<file path="src/rtl/alu_iter_exec_pkg.sv">
// Shared constants for the iterative execute unit: ALUop classes, funct fields,
// 4-bit ALU control codes and FSM state encodings.
package alu_iter_exec_pkg;

    // ALUop classes from the main decoder
    localparam logic [1:0] ALUOP_MEM = 2'b00;
    localparam logic [1:0] ALUOP_BR  = 2'b01;
    localparam logic [1:0] ALUOP_R   = 2'b10;

    // funct3 / funct7 field values recognised for R-type ops
    localparam logic [2:0] F3_ADD_SUB = 3'b000;
    localparam logic [2:0] F3_DIV     = 3'b100;
    localparam logic [2:0] F3_OR      = 3'b110;
    localparam logic [2:0] F3_AND     = 3'b111;
    localparam logic [6:0] F7_BASE    = 7'b0000000;
    localparam logic [6:0] F7_ALT     = 7'b0100000;
    localparam logic [6:0] F7_MDU     = 7'b0000001;

    // ALU control codes
    localparam logic [3:0] CTRL_AND = 4'b0000;
    localparam logic [3:0] CTRL_OR  = 4'b0001;
    localparam logic [3:0] CTRL_ADD = 4'b0010;
    localparam logic [3:0] CTRL_DIV = 4'b0100;
    localparam logic [3:0] CTRL_SUB = 4'b0110;
    localparam logic [3:0] CTRL_MUL = 4'b0111;

    // FSM states
    localparam logic [2:0] ST_IDLE = 3'd0;
    localparam logic [2:0] ST_MUL  = 3'd1;
    localparam logic [2:0] ST_DIV  = 3'd2;
    localparam logic [2:0] ST_FIX  = 3'd3;
    localparam logic [2:0] ST_DONE = 3'd4;

endpackage

</file>
<file path="src/rtl/alu_iter_exec_if.sv">
// Request/result bundle between decode, the execute unit and writeback.
interface alu_iter_exec_if #(
    parameter int unsigned XLEN = 32
);
    logic            in_valid;
    logic            in_ready;
    logic [1:0]      alu_op;
    logic [6:0]      funct7;
    logic [2:0]      funct3;
    logic [XLEN-1:0] operand_a;
    logic [XLEN-1:0] operand_b;
    logic            out_valid;
    logic            out_ready;
    logic [XLEN-1:0] result;
    logic            zero;
    logic            illegal;
    logic            busy;

    // Producer of requests / consumer of results
    modport master (
        output in_valid, alu_op, funct7, funct3, operand_a, operand_b, out_ready,
        input  in_ready, out_valid, result, zero, illegal, busy
    );

    // Execute unit side
    modport slave (
        input  in_valid, alu_op, funct7, funct3, operand_a, operand_b, out_ready,
        output in_ready, out_valid, result, zero, illegal, busy
    );
endinterface

</file>
<file path="src/rtl/alu_iter_exec_op_decode.sv">
// Combinational ALUop/funct3/funct7 -> {ctrl, illegal} decoder.
// Kept standalone so the hazard unit can reuse it.
module alu_op_decode
    import alu_iter_exec_pkg::*;
#(
    parameter bit HAS_MDU = 1'b1
) (
    input  logic [1:0] i_alu_op,
    input  logic [2:0] i_funct3,
    input  logic [6:0] i_funct7,
    output logic [3:0] o_ctrl,
    output logic       o_illegal
);

    // Decode; unknown encodings flag illegal and fall back to ADD control
    always_comb begin
        o_ctrl    = CTRL_ADD;
        o_illegal = 1'b0;
        case (i_alu_op)
            ALUOP_MEM: o_ctrl = CTRL_ADD;
            ALUOP_BR:  o_ctrl = CTRL_SUB;
            ALUOP_R: begin
                case ({i_funct7, i_funct3})
                    {F7_BASE, F3_ADD_SUB}: o_ctrl = CTRL_ADD;
                    {F7_ALT,  F3_ADD_SUB}: o_ctrl = CTRL_SUB;
                    {F7_BASE, F3_AND}:     o_ctrl = CTRL_AND;
                    {F7_BASE, F3_OR}:      o_ctrl = CTRL_OR;
                    {F7_MDU,  F3_ADD_SUB}: begin
                        if (HAS_MDU) o_ctrl = CTRL_MUL;
                        else         o_illegal = 1'b1;
                    end
                    {F7_MDU,  F3_DIV}: begin
                        if (HAS_MDU) o_ctrl = CTRL_DIV;
                        else         o_illegal = 1'b1;
                    end
                    default: o_illegal = 1'b1;
                endcase
            end
            default: o_illegal = 1'b1;
        endcase
    end

endmodule

</file>
<file path="src/rtl/alu_iter_exec.sv">
// Execute unit: single-cycle ADD/SUB/AND/OR, iterative shift-add MUL and
// restoring signed DIV, with valid/ready on both sides.
// The first MUL/DIV iteration is folded into the accept cycle, so the
// remaining XLEN-1 iterations plus DONE (and FIX for DIV) give XLEN+1 / XLEN+2.
module alu_iter_exec
    import alu_iter_exec_pkg::*;
#(
    parameter int unsigned XLEN    = 32,
    parameter bit          HAS_MDU = 1'b1
) (
    input  logic          clk,
    input  logic          rst,
    alu_iter_exec_if.slave bus
);

    localparam int unsigned CntW = $clog2(XLEN);
    localparam logic [XLEN-1:0] MinNeg = {1'b1, {(XLEN-1){1'b0}}};

    logic [2:0]      r_state, w_state_nxt;
    logic [XLEN-1:0] r_acc, w_acc_nxt;
    logic [XLEN-1:0] r_opa, w_opa_nxt;
    logic [XLEN-1:0] r_opb, w_opb_nxt;
    logic [XLEN-1:0] r_rem, w_rem_nxt;
    logic [CntW-1:0] r_cnt, w_cnt_nxt;
    logic            r_neg, w_neg_nxt;

    logic            r_out_valid;
    logic [XLEN-1:0] r_result;
    logic            r_zero;
    logic            r_illegal;

    logic [3:0]      w_ctrl;
    logic            w_dec_illegal;
    logic            w_idle, w_in_ready, w_accept, w_fast, w_load, w_load_ill;
    logic [XLEN-1:0] w_a, w_b, w_abs_a, w_abs_b, w_fast_res, w_load_res;
    logic            w_a_neg, w_b_neg, w_div_ovf, w_is_mul;
    logic [XLEN-1:0] w_src_acc, w_src_opa, w_src_opb, w_src_rem;
    logic [XLEN-1:0] w_mul_acc, w_mul_opa, w_mul_opb;
    logic [XLEN:0]   w_rem_sh, w_rem_diff;
    logic            w_div_ge;
    logic [XLEN-1:0] w_div_rem, w_div_quo;
    logic            w_last;

    alu_op_decode #(
        .HAS_MDU (HAS_MDU)
    ) u_decode (
        .i_alu_op  (bus.alu_op),
        .i_funct3  (bus.funct3),
        .i_funct7  (bus.funct7),
        .o_ctrl    (w_ctrl),
        .o_illegal (w_dec_illegal)
    );

    assign w_a        = bus.operand_a;
    assign w_b        = bus.operand_b;
    assign w_a_neg    = w_a[XLEN-1];
    assign w_b_neg    = w_b[XLEN-1];
    assign w_abs_a    = w_a_neg ? (~w_a + 1'b1) : w_a;
    assign w_abs_b    = w_b_neg ? (~w_b + 1'b1) : w_b;
    assign w_div_ovf  = (w_a == MinNeg) && (w_b == {XLEN{1'b1}});
    assign w_is_mul   = (w_ctrl == CTRL_MUL);

    assign w_idle     = (r_state == ST_IDLE);
    assign w_in_ready = w_idle && (!r_out_valid || bus.out_ready);
    assign w_accept   = bus.in_valid && w_in_ready;
    assign w_last     = (r_cnt == CntW'(XLEN - 1));

    // Single-cycle result; clears w_fast for ops that need iteration
    always_comb begin
        w_fast     = 1'b1;
        w_fast_res = '0;
        if (!w_dec_illegal) begin
            case (w_ctrl)
                CTRL_ADD: w_fast_res = w_a + w_b;
                CTRL_SUB: w_fast_res = w_a - w_b;
                CTRL_AND: w_fast_res = w_a & w_b;
                CTRL_OR:  w_fast_res = w_a | w_b;
                CTRL_MUL: w_fast = 1'b0;
                CTRL_DIV: begin
                    if (w_b == '0)     w_fast_res = {XLEN{1'b1}};
                    else if (w_div_ovf) w_fast_res = MinNeg;
                    else                w_fast = 1'b0;
                end
                default: w_fast_res = '0;
            endcase
        end
    end

    // Step operands: fresh operands in IDLE (first folded step), else the iteration regs
    always_comb begin
        w_src_acc = w_idle ? '0 : r_acc;
        w_src_opa = w_idle ? (w_is_mul ? w_a : w_abs_a) : r_opa;
        w_src_opb = w_idle ? (w_is_mul ? w_b : w_abs_b) : r_opb;
        w_src_rem = w_idle ? '0 : r_rem;
    end

    // One shift-add multiply step and one restoring divide step
    always_comb begin
        w_mul_acc  = w_src_opb[0] ? (w_src_acc + w_src_opa) : w_src_acc;
        w_mul_opa  = w_src_opa << 1;
        w_mul_opb  = w_src_opb >> 1;
        // Remainder stays below the divisor (<= 2^(XLEN-1)), so bit XLEN is a clean borrow
        w_rem_sh   = {w_src_rem, w_src_opa[XLEN-1]};
        w_rem_diff = w_rem_sh - {1'b0, w_src_opb};
        w_div_ge   = !w_rem_diff[XLEN];
        w_div_rem  = w_div_ge ? w_rem_diff[XLEN-1:0] : w_rem_sh[XLEN-1:0];
        w_div_quo  = {w_src_opa[XLEN-2:0], w_div_ge};
    end

    // FSM and iteration next-state
    always_comb begin
        w_state_nxt = r_state;
        w_acc_nxt   = r_acc;
        w_opa_nxt   = r_opa;
        w_opb_nxt   = r_opb;
        w_rem_nxt   = r_rem;
        w_cnt_nxt   = r_cnt;
        w_neg_nxt   = r_neg;
        case (r_state)
            ST_IDLE: begin
                if (w_accept && !w_fast) begin
                    w_cnt_nxt = CntW'(1);
                    if (w_is_mul) begin
                        w_state_nxt = ST_MUL;
                        w_acc_nxt   = w_mul_acc;
                        w_opa_nxt   = w_mul_opa;
                        w_opb_nxt   = w_mul_opb;
                    end else begin
                        w_state_nxt = ST_DIV;
                        w_rem_nxt   = w_div_rem;
                        w_opa_nxt   = w_div_quo;
                        w_opb_nxt   = w_src_opb;
                        w_neg_nxt   = w_a_neg ^ w_b_neg;
                    end
                end
            end
            ST_MUL: begin
                w_acc_nxt = w_mul_acc;
                w_opa_nxt = w_mul_opa;
                w_opb_nxt = w_mul_opb;
                w_cnt_nxt = r_cnt + 1'b1;
                if (w_last) w_state_nxt = ST_DONE;
            end
            ST_DIV: begin
                w_rem_nxt = w_div_rem;
                w_opa_nxt = w_div_quo;
                w_cnt_nxt = r_cnt + 1'b1;
                if (w_last) w_state_nxt = ST_FIX;
            end
            ST_FIX: begin
                w_acc_nxt   = r_neg ? (~r_opa + 1'b1) : r_opa;
                w_state_nxt = ST_DONE;
            end
            ST_DONE: w_state_nxt = ST_IDLE;
            default: w_state_nxt = ST_IDLE;
        endcase
    end

    // FSM and iteration registers
    always_ff @(posedge clk or posedge rst) begin
        if (rst) begin
            r_state <= ST_IDLE;
            r_acc   <= '0;
            r_opa   <= '0;
            r_opb   <= '0;
            r_rem   <= '0;
            r_cnt   <= '0;
            r_neg   <= 1'b0;
        end else begin
            r_state <= w_state_nxt;
            r_acc   <= w_acc_nxt;
            r_opa   <= w_opa_nxt;
            r_opb   <= w_opb_nxt;
            r_rem   <= w_rem_nxt;
            r_cnt   <= w_cnt_nxt;
            r_neg   <= w_neg_nxt;
        end
    end

    assign w_load     = (w_accept && w_fast) || (r_state == ST_DONE);
    assign w_load_res = (r_state == ST_DONE) ? r_acc : w_fast_res;
    assign w_load_ill = (r_state == ST_DONE) ? 1'b0 : w_dec_illegal;

    // Output register: load wins over consume, otherwise hold under backpressure
    always_ff @(posedge clk or posedge rst) begin
        if (rst) begin
            r_out_valid <= 1'b0;
            r_result    <= '0;
            r_zero      <= 1'b0;
            r_illegal   <= 1'b0;
        end else if (w_load) begin
            r_out_valid <= 1'b1;
            r_result    <= w_load_res;
            r_zero      <= (w_load_res == '0);
            r_illegal   <= w_load_ill;
        end else if (bus.out_ready) begin
            r_out_valid <= 1'b0;
        end
    end

    assign bus.in_ready  = w_in_ready;
    assign bus.out_valid = r_out_valid;
    assign bus.result    = r_result;
    assign bus.zero      = r_zero;
    assign bus.illegal   = r_illegal;
    assign bus.busy      = !w_idle;

endmodule

</file>
<file path="src/flat_wrapper.sv">
// flat-port wrapper written by rule: the top's interface ports become plain ports
module alu_iter_exec_flat import alu_iter_exec_pkg::*;
#(
    parameter int unsigned XLEN    = 32,
    parameter bit          HAS_MDU = 1'b1
)
  (clk, rst, bus_in_valid, bus_alu_op, bus_funct7, bus_funct3, bus_operand_a, bus_operand_b, bus_out_ready, bus_in_ready, bus_out_valid, bus_result, bus_zero, bus_illegal, bus_busy);
  alu_iter_exec_if #(.XLEN(XLEN)) bus_i ();
  input  logic clk;
  input  logic rst;
  input wire logic [$bits(bus_i.in_valid)-1:0] bus_in_valid;
  input wire logic [$bits(bus_i.alu_op)-1:0] bus_alu_op;
  input wire logic [$bits(bus_i.funct7)-1:0] bus_funct7;
  input wire logic [$bits(bus_i.funct3)-1:0] bus_funct3;
  input wire logic [$bits(bus_i.operand_a)-1:0] bus_operand_a;
  input wire logic [$bits(bus_i.operand_b)-1:0] bus_operand_b;
  input wire logic [$bits(bus_i.out_ready)-1:0] bus_out_ready;
  output wire logic [$bits(bus_i.in_ready)-1:0] bus_in_ready;
  output wire logic [$bits(bus_i.out_valid)-1:0] bus_out_valid;
  output wire logic [$bits(bus_i.result)-1:0] bus_result;
  output wire logic [$bits(bus_i.zero)-1:0] bus_zero;
  output wire logic [$bits(bus_i.illegal)-1:0] bus_illegal;
  output wire logic [$bits(bus_i.busy)-1:0] bus_busy;
  assign bus_i.in_valid = bus_in_valid;
  assign bus_i.alu_op = bus_alu_op;
  assign bus_i.funct7 = bus_funct7;
  assign bus_i.funct3 = bus_funct3;
  assign bus_i.operand_a = bus_operand_a;
  assign bus_i.operand_b = bus_operand_b;
  assign bus_i.out_ready = bus_out_ready;
  assign bus_in_ready = bus_i.in_ready;
  assign bus_out_valid = bus_i.out_valid;
  assign bus_result = bus_i.result;
  assign bus_zero = bus_i.zero;
  assign bus_illegal = bus_i.illegal;
  assign bus_busy = bus_i.busy;
  alu_iter_exec #(.XLEN(XLEN), .HAS_MDU(HAS_MDU)) u_core (.clk(clk), .rst(rst), .bus(bus_i));
endmodule
</file>
<file path="config.mk">
export PLATFORM = sky130hd
export DESIGN_NAME = alu_iter_exec_flat
export DESIGN_NICKNAME = d
export VERILOG_FILES = /design/src/rtl/alu_iter_exec_pkg.sv /design/src/rtl/alu_iter_exec_if.sv /design/src/rtl/alu_iter_exec_op_decode.sv /design/src/rtl/alu_iter_exec.sv /design/src/flat_wrapper.sv
export SDC_FILE = /design/constraint.sdc
export NUM_CORES = 1
export LEC_CHECK = 0
export ABC_AREA = 0
export ABC_CLOCK_PERIOD_IN_PS = 7000
export CAP_MARGIN = 0
export CORE_ASPECT_RATIO = 1.4
export CORE_MARGIN = 3
export CORE_UTILIZATION = 55
export DETAILED_ROUTE_END_ITERATION = 16
export PLACE_DENSITY = 0.84
export SYNTH_ARGS = -nofsm -noshare
export SYNTH_HDL_FRONTEND = slang
export SYNTH_HIERARCHICAL = 1
export SYNTH_SLANG_ARGS = --single-unit
export TNS_END_PERCENT = 50
</file>
<file path="constraint.sdc">
create_clock -name clk -period 7 [get_ports clk]
set_input_delay 1.4 -clock clk [delete_from_list [all_inputs] [get_ports clk]]
set_output_delay 1.4 -clock clk [all_outputs]
set_load 0.05 [all_outputs]
</file>
# Yosys cells after proc, flatten, opt, wreduce, memory -nomap -nowiden
# Cells that the tools add are included.
[totals]
reg_bits = 172
input_bits = 80
output_inout_bits = 37
elab_cells = 129
[op_classes]
n_addsub = 8
eq_ne = 24
muxes = 46
bitwise_logic = 7
reduce_logical = 33
[op_table]
columns = ["cell", "n"]
rows = [
  ["$mux 32", 22],
  ["$pmux 32 s3", 2],
  ["$pmux 32 s5", 1],
  ["$pmux 32 s2", 2],
  ["$add 32x1->32 const B", 3],
  ["$not 32->32", 3],
  ["$add 32x32->32", 2],
  ["$eq 32x32->1 const B", 2],
  ["$logic_not 32->1", 2],
  ["$sub 33x32->33", 1],
  ["$and 32x32->32", 1],
  ["$or 32x32->32", 1],
  ["$sub 32x32->32", 1],
  ["$eq 10x3->1 const B", 2],
  ["$eq 10x4->1 const B", 2],
  ["$pmux 3 s5", 1],
  ["$eq 3x3->1 const B", 4],
  ["$pmux 3 s4", 1],
  ["$reduce_and 3->1", 4],
  ["$eq 10x9->1 const B", 1],
  ["$logic_not 10->1", 1],
  ["$pmux 5 s2", 1],
  ["$eq 3x2->1 const B", 3],
  ["$mux 3", 3],
  ["other kinds (25)", 52],
]

# Longest topological paths before layout
[depth]
word_depth = 11
ltp_mapped = 27
depth_no_buf = 23

# Modules after synthesis
# The synthesis kept the hierarchy.
[by_module_without_submodules]
columns = ["module", "instances", "cells_per_inst", "area_each_um2", "seq_area_each_um2"]
rows = [
  ["alu_iter_exec", 1, 2207, 17000.1, 4304.1],
  ["alu_op_decode", 1, 29, 210.2, 0.0],
]

# Worst setup path after synthesis
# No wires, ideal clock.
[synth_timing]
path_type = "input to register"
from = "input port bus_alu_op[0]"
to = "register u_core.r_rem[1]"
setup_ps = 121
t_arrival_ps = 7061
required_time_ps = 6879
slack_ps = -182
stages = 27
n_path_buf = 4
cell_sequence = "inv_1 > ha_1 > inv_1 > o41ai_1 > nand3b_1 > or2_2 > clkbuf_1 > nand2_1 > clkbuf_1 > clkbuf_1 > nor2_1 > xnor2_1 > o21ai_0 > inv_1 > ha_1 > a211oi_1 > o21ai_0 > a31oi_1 > o221ai_1 > a2111oi_2 > o21ai_0 > a21o_1 > xor2_1 > clkbuf_1 > nor2_1 > a22oi_1 > nand2_1"
[synth_via]
elab_chain_cells = 10
word_cells_on_any_way = 24
cone_classes = "1 x add/sub; 6 x eq/ne; 12 x mux; 5 x reduce/logical"
[synth_lines]
columns = ["item", "line", "rtl"]
rows = [
  ["start, declared", "flat_wrapper.sv:12", "input wire logic [$bits(bus_i.alu_op)-1:0] bus_alu_op;"],
  ["$eq 2x2->1 / $eq 2x1->1 (equally long branches)", "alu_iter_exec_op_decode.sv:19", "case (i_alu_op)"],
  ["$pmux 3 s2 *", "alu_iter_exec_op_decode.sv:19", ""],
  ["via u_core.w_ctrl[2]", "alu_iter_exec.sv:32", "logic [3:0] w_ctrl;"],
  ["$eq 3x3->1", "alu_iter_exec.sv:61, alu_iter_exec.sv:73", ""],
  ["$mux 32, on equally long branches (2 in series)", "alu_iter_exec.sv:92, alu_iter_exec.sv:93", ""],
  ["$sub 33x32->33", "alu_iter_exec.sv:104", "w_rem_diff = w_rem_sh - {1'b0, w_src_opb};"],
  ["$mux 32", "alu_iter_exec.sv:106", "w_div_rem = w_div_ge ? w_rem_diff[XLEN-1:0] : w_rem_sh[XLEN-1:0];"],
  ["$mux 32", "alu_iter_exec.sv:123", "if (w_is_mul) begin"],
  ["$mux 32", "alu_iter_exec.sv:121", "if (w_accept && !w_fast) begin"],
  ["$pmux 32 s2", "alu_iter_exec.sv:119", "case (r_state)"],
  ["end signal, assigned", "alu_iter_exec.sv:174", "r_rem <= w_rem_nxt;"],
  ["end, declared", "alu_iter_exec.sv:23", "logic [XLEN-1:0] r_rem, w_rem_nxt;"],
]
# Mark *: on every way through the listed nets, which the timed path passes. The rest lies on a longest branch. The select of a mux whose other input is x is not followed.
# A chain may end at the register's enable or synchronous reset.

# Worst setup path in the final report
[layout_timing]
from = "input port bus_funct7[2]"
to = "register u_core.r_rem[1]"
[layout_via]
elab_chain_cells = 11
word_cells_on_any_way = 29
cone_classes = "1 x add/sub; 9 x eq/ne; 14 x mux; 5 x reduce/logical"
[layout_lines]
columns = ["item", "line", "rtl"]
rows = [
  ["start, declared", "flat_wrapper.sv:13", "input wire logic [$bits(bus_i.funct7)-1:0] bus_funct7;"],
  ["$eq 10x4->1 (tied with other cells)", "alu_iter_exec_op_decode.sv:23", "case ({i_funct7, i_funct3})"],
  ["$pmux 3 s5 *", "alu_iter_exec_op_decode.sv:23", ""],
  ["$pmux 3 s2 *", "alu_iter_exec_op_decode.sv:19", ""],
  ["via u_core.w_ctrl[1]", "alu_iter_exec.sv:32", ""],
  ["$eq 3x3->1", "alu_iter_exec.sv:61, alu_iter_exec.sv:73", ""],
  ["$mux 32, on equally long branches (2 in series)", "alu_iter_exec.sv:92, alu_iter_exec.sv:93", ""],
  ["$sub 33x32->33", "alu_iter_exec.sv:104", ""],
  ["$mux 32", "alu_iter_exec.sv:106", ""],
  ["$mux 32", "alu_iter_exec.sv:123", ""],
  ["$mux 32", "alu_iter_exec.sv:121", ""],
  ["$pmux 32 s2", "alu_iter_exec.sv:119", ""],
]
# Marks and branches as above.

==> results.cfg <==
[detailed_routing]
dr.pass1.iters = 6
routed_via_density = 6.52
postRouteAntennaNets = 0
avgRoutedWirePerCell_um = 23.0
dr_total_vias = 18700
drt-initial-drc-count = 1841
drc = 0
drt_wl_total_um = 66100

[cts]
clock_latency_ps = 460
post_cts_buffers = 0
root_buffer = clkbuf_16
clock_path_buffers = 2
cts_tree = yes
htreeDepth = 4
cts_sinks = 172
cts.clk_slew.worst_paths_ps = 80
cts-buffers-inserted = 17

[placed_design]
place_inst = 2841
place_ws_ps = -140
place.port_buffers = 116
dp_hpwl_um = 51800
gp_congestion = 1.06
dpl-instance-area_mm2 = 0.0202

[setup_path]
cp_top_family = compound AO/OA/AOI/OAI gates
cp_data_arrival_time_ps = 7030
start_kind = input pin
worstSetupEndpointType = flip-flop
critPathSlowestCell = clkdlybuf4s50_1
cp_num_buf_inv = 6
max_stage_delay_ps = 440
critPathMaxFanout = 27
critical_path_class = input pin to flip-flop
required_ps = 7360

[timing]
fin_hold_ws_ps = 481
min_period_ps = 6680
clock_skew_ps = 14.9
timing.fmax_mhz = 150
finalHoldViolCount = 0
setup_ws_ps = 323
max_slew_margin_pct = 26.7
setup_tns_ps = 0
fin_crit_sh_pct = 95.4
setup_viol = 0
drv_slew = 0
tightest_slew_ps = 1090

[power]
leakage_nw = 8.95
total_power_mw = 8.53
peakVddDrop_mv = 0.507
p_per_area_mw_per_mm2 = 410

[synth]
yosys_warnings = 6
syn_area_mm2 = 0.0172
async_flop_share_pct = 100
synth_cell_types = 85
syn_inst = 2236
ys_ff_latch = 172
synth_flop_cell = dfrtp_1
ys_seq_area_share_pct = 25.0
synth_edf_count = 0
synth_nets = 2427
synth_area_per_cell_um2 = 7.70

[cells_and_area]
final_cell_count_no_fill = 2873
final_util_pct = 67.5
drive_gt1_share_pct = 14.3
synthToLayoutAreaGrowth_pct = 20.8
diodes = 0
fin_area_mm2 = 0.0208
nNetsFinal = 2661

[grt]
grt_pass1_vias = 18200
grt_remaining_overflow = 0
antenna_found_initial = 1
grt_max_degree = 94
grt_usage_pct = 38.6
grt_pass1_wl_um = 101000

[die]
dieArea_mm2 = 0.0335
die_h_um = 215
rows = 76
start_util_pct = 55.9
boundaryPins = 117
coreArea_mm2 = 0.0308
die_x_um = 156

[hold_path]
worstHoldPathType = flip-flop to flip-flop

[run]
maxCapViolCount = 0

[outcome]
outcome = finished, final reports clean
where the power goes:
| group | total (mW) | internal (mW) | switching, mW |
|---|---|---|---|
| Sequential | 1.92 | 1.44 | 0.480 |
| Clock | 0.975 | 0.485 | 0.490 |
| Combinational | 5.63 | 2.39 | 3.24 |
final timing paths:
kind                                                     from  cells after the start                      endpoint  slack (ps)
min in group asynchronous                                 rst                      2   u_core/r_opb[7]$_DFFE_PP0P_        1370
worst max register to register  u_core/r_state[0]$_DFFE_PP0P_                     21   u_core/r_rem[1]$_DFFE_PP0P_         950
worst min-delay path             u_core/r_rem[15]$_DFFE_PP0P_                      2  u_core/r_rem[15]$_DFFE_PP0P_         480
worst max-delay path                            bus_funct7[2]                     26   u_core/r_rem[1]$_DFFE_PP0P_         320
worst min register to register   u_core/r_rem[15]$_DFFE_PP0P_                      2  u_core/r_rem[15]$_DFFE_PP0P_         480
max in group asynchronous                                 rst                      3  u_core/r_opb[19]$_DFFE_PP0P_        4350
cells in the mapped netlist (8+ instances only):
cell type / n / share of area (%)
a211oi_1: 15 / 0.65
a21o_1: 39 / 1.7
a21oi_1: 229 / 6.7
a221o_1: 23 / 1.3
a221oi_1: 11 / 0.56
a22o_1: 19 / 0.97
a22oi_1: 26 / 1.1
a31oi_1: 26 / 0.95
and2_1: 72 / 2.6
and3_1: 14 / 0.51
buf_2: 13 / 0.38
clkbuf_1: 112 / 2.4
dfrtp_1: 172 / 25
ha_1: 108 / 7.9
inv_1: 50 / 1.1
maj3_1: 28 / 1.6
mux2_2: 46 / 3.0
mux2i_1: 8 / 0.47
nand2_1: 199 / 4.3
nand2b_1: 16 / 0.58
nand3_1: 39 / 1.1
nand4_1: 32 / 1.2
nor2_1: 259 / 5.6
nor2b_1: 17 / 0.62
nor3_1: 60 / 1.7
nor3b_1: 12 / 0.52
nor4_1: 18 / 0.65
o211ai_1: 8 / 0.35
o21a_1: 13 / 0.57
o21ai_0: 156 / 4.5
o21bai_1: 11 / 0.48
o22ai_1: 21 / 0.76
o31ai_1: 18 / 0.79
o41ai_1: 8 / 0.41
or2_2: 9 / 0.33
or3_1: 30 / 1.1
or4_1: 9 / 0.39
xnor2_1: 94 / 4.8
xor2_1: 89 / 4.5
per-layer routing:
metal	GRT usage (%)	up-vias	wire (µm)
li1	-	8574	-
met1	45.4	8822	23600
met2	62.8	1048	30900
met3	4.96	280	5230
met4	30.2	2	6390
met5	0	-	9
placed cells by master, fill, tap and decap left out, drive strengths merged, types with 20 or more instances in the layout:
cell type        n
and2            72
xnor2           95
clkdlybuf4s50  116
buf            233
mux2            46
a21o            39
a31oi           26
nor2           260
a221o           23
or3             32
o21ai          163
nand3           39
nand2          199
a21oi          229
a22oi           26
nand4           32
o22ai           21
ha             108
inv             58
dfrtp          172
o31ai           20
xor2            89
maj3            28
nor3            61
logic make-up (layout without fill, tap and decap cells):
family / Yosys count / count (layout) / share of synthesized area (%)
flops: 172 / 172 / 25.0
simple gates: 819 / 819 / 23.1
buf+inv: 187 / 434 / 4.25
fa+ha+maj: 139 / 139 / 9.83
other cells: 1 / 1 / 0.0218
compound gates: 680 / 680 / 24.8
mux: 54 / 54 / 3.48
xor+xnor: 184 / 184 / 9.47
worst reg2reg max path: stages (launching register included):
cell and delay (ps):
dfrtp_1 680, nor3_1 850, inv_4 360, nor2_1 190, a21oi_1 120, clkinv_1 270
ha_1 240, inv_1 60, fa_1 380, a211oi_1 340, o21ai_0 160, a31oi_1 260
o221ai_1 150, buf_4 190, a2111oi_2 330, o21ai_0 190, a21o_2 310, xor2_2 270
buf_12 220, nor2_1 110, a22oi_1 190, nand2_1 80
what timing repair did:
item / in CTS / in global routing
hold buffers: 0 / 0
endpoints found under the hold margin: 0 / 0
gates resized for setup: 0 / 3
setup endpoints to repair: 0 / 18
sequential cells by signal, indices dropped and copies added (netlist names):
name / count
u_core/bus.illegal: 1
u_core/bus.out_valid: 1
u_core/bus.result: 32
u_core/bus.zero: 1
u_core/r_acc: 32
u_core/r_cnt: 5
u_core/r_neg: 1
u_core/r_opa: 32
u_core/r_opb: 32
u_core/r_rem: 32
u_core/r_state: 3
cell type report:
| cell class | instances | area, µm² |
|---|---|---|
| Clock buffer | 18 | 439 |
| Tap cell | 390 | 488 |
| Fill cell | 2686 | 10000 |
| Multi-Input combinational cell | 1877 | 12200 |
| Inverter | 53 | 206 |
| Clock inverter | 14 | 151 |
| Sequential cell | 172 | 4300 |
| Timing Repair Buffer | 349 | 2960 |
Note: power is estimated with default switching activity, not from simulation.
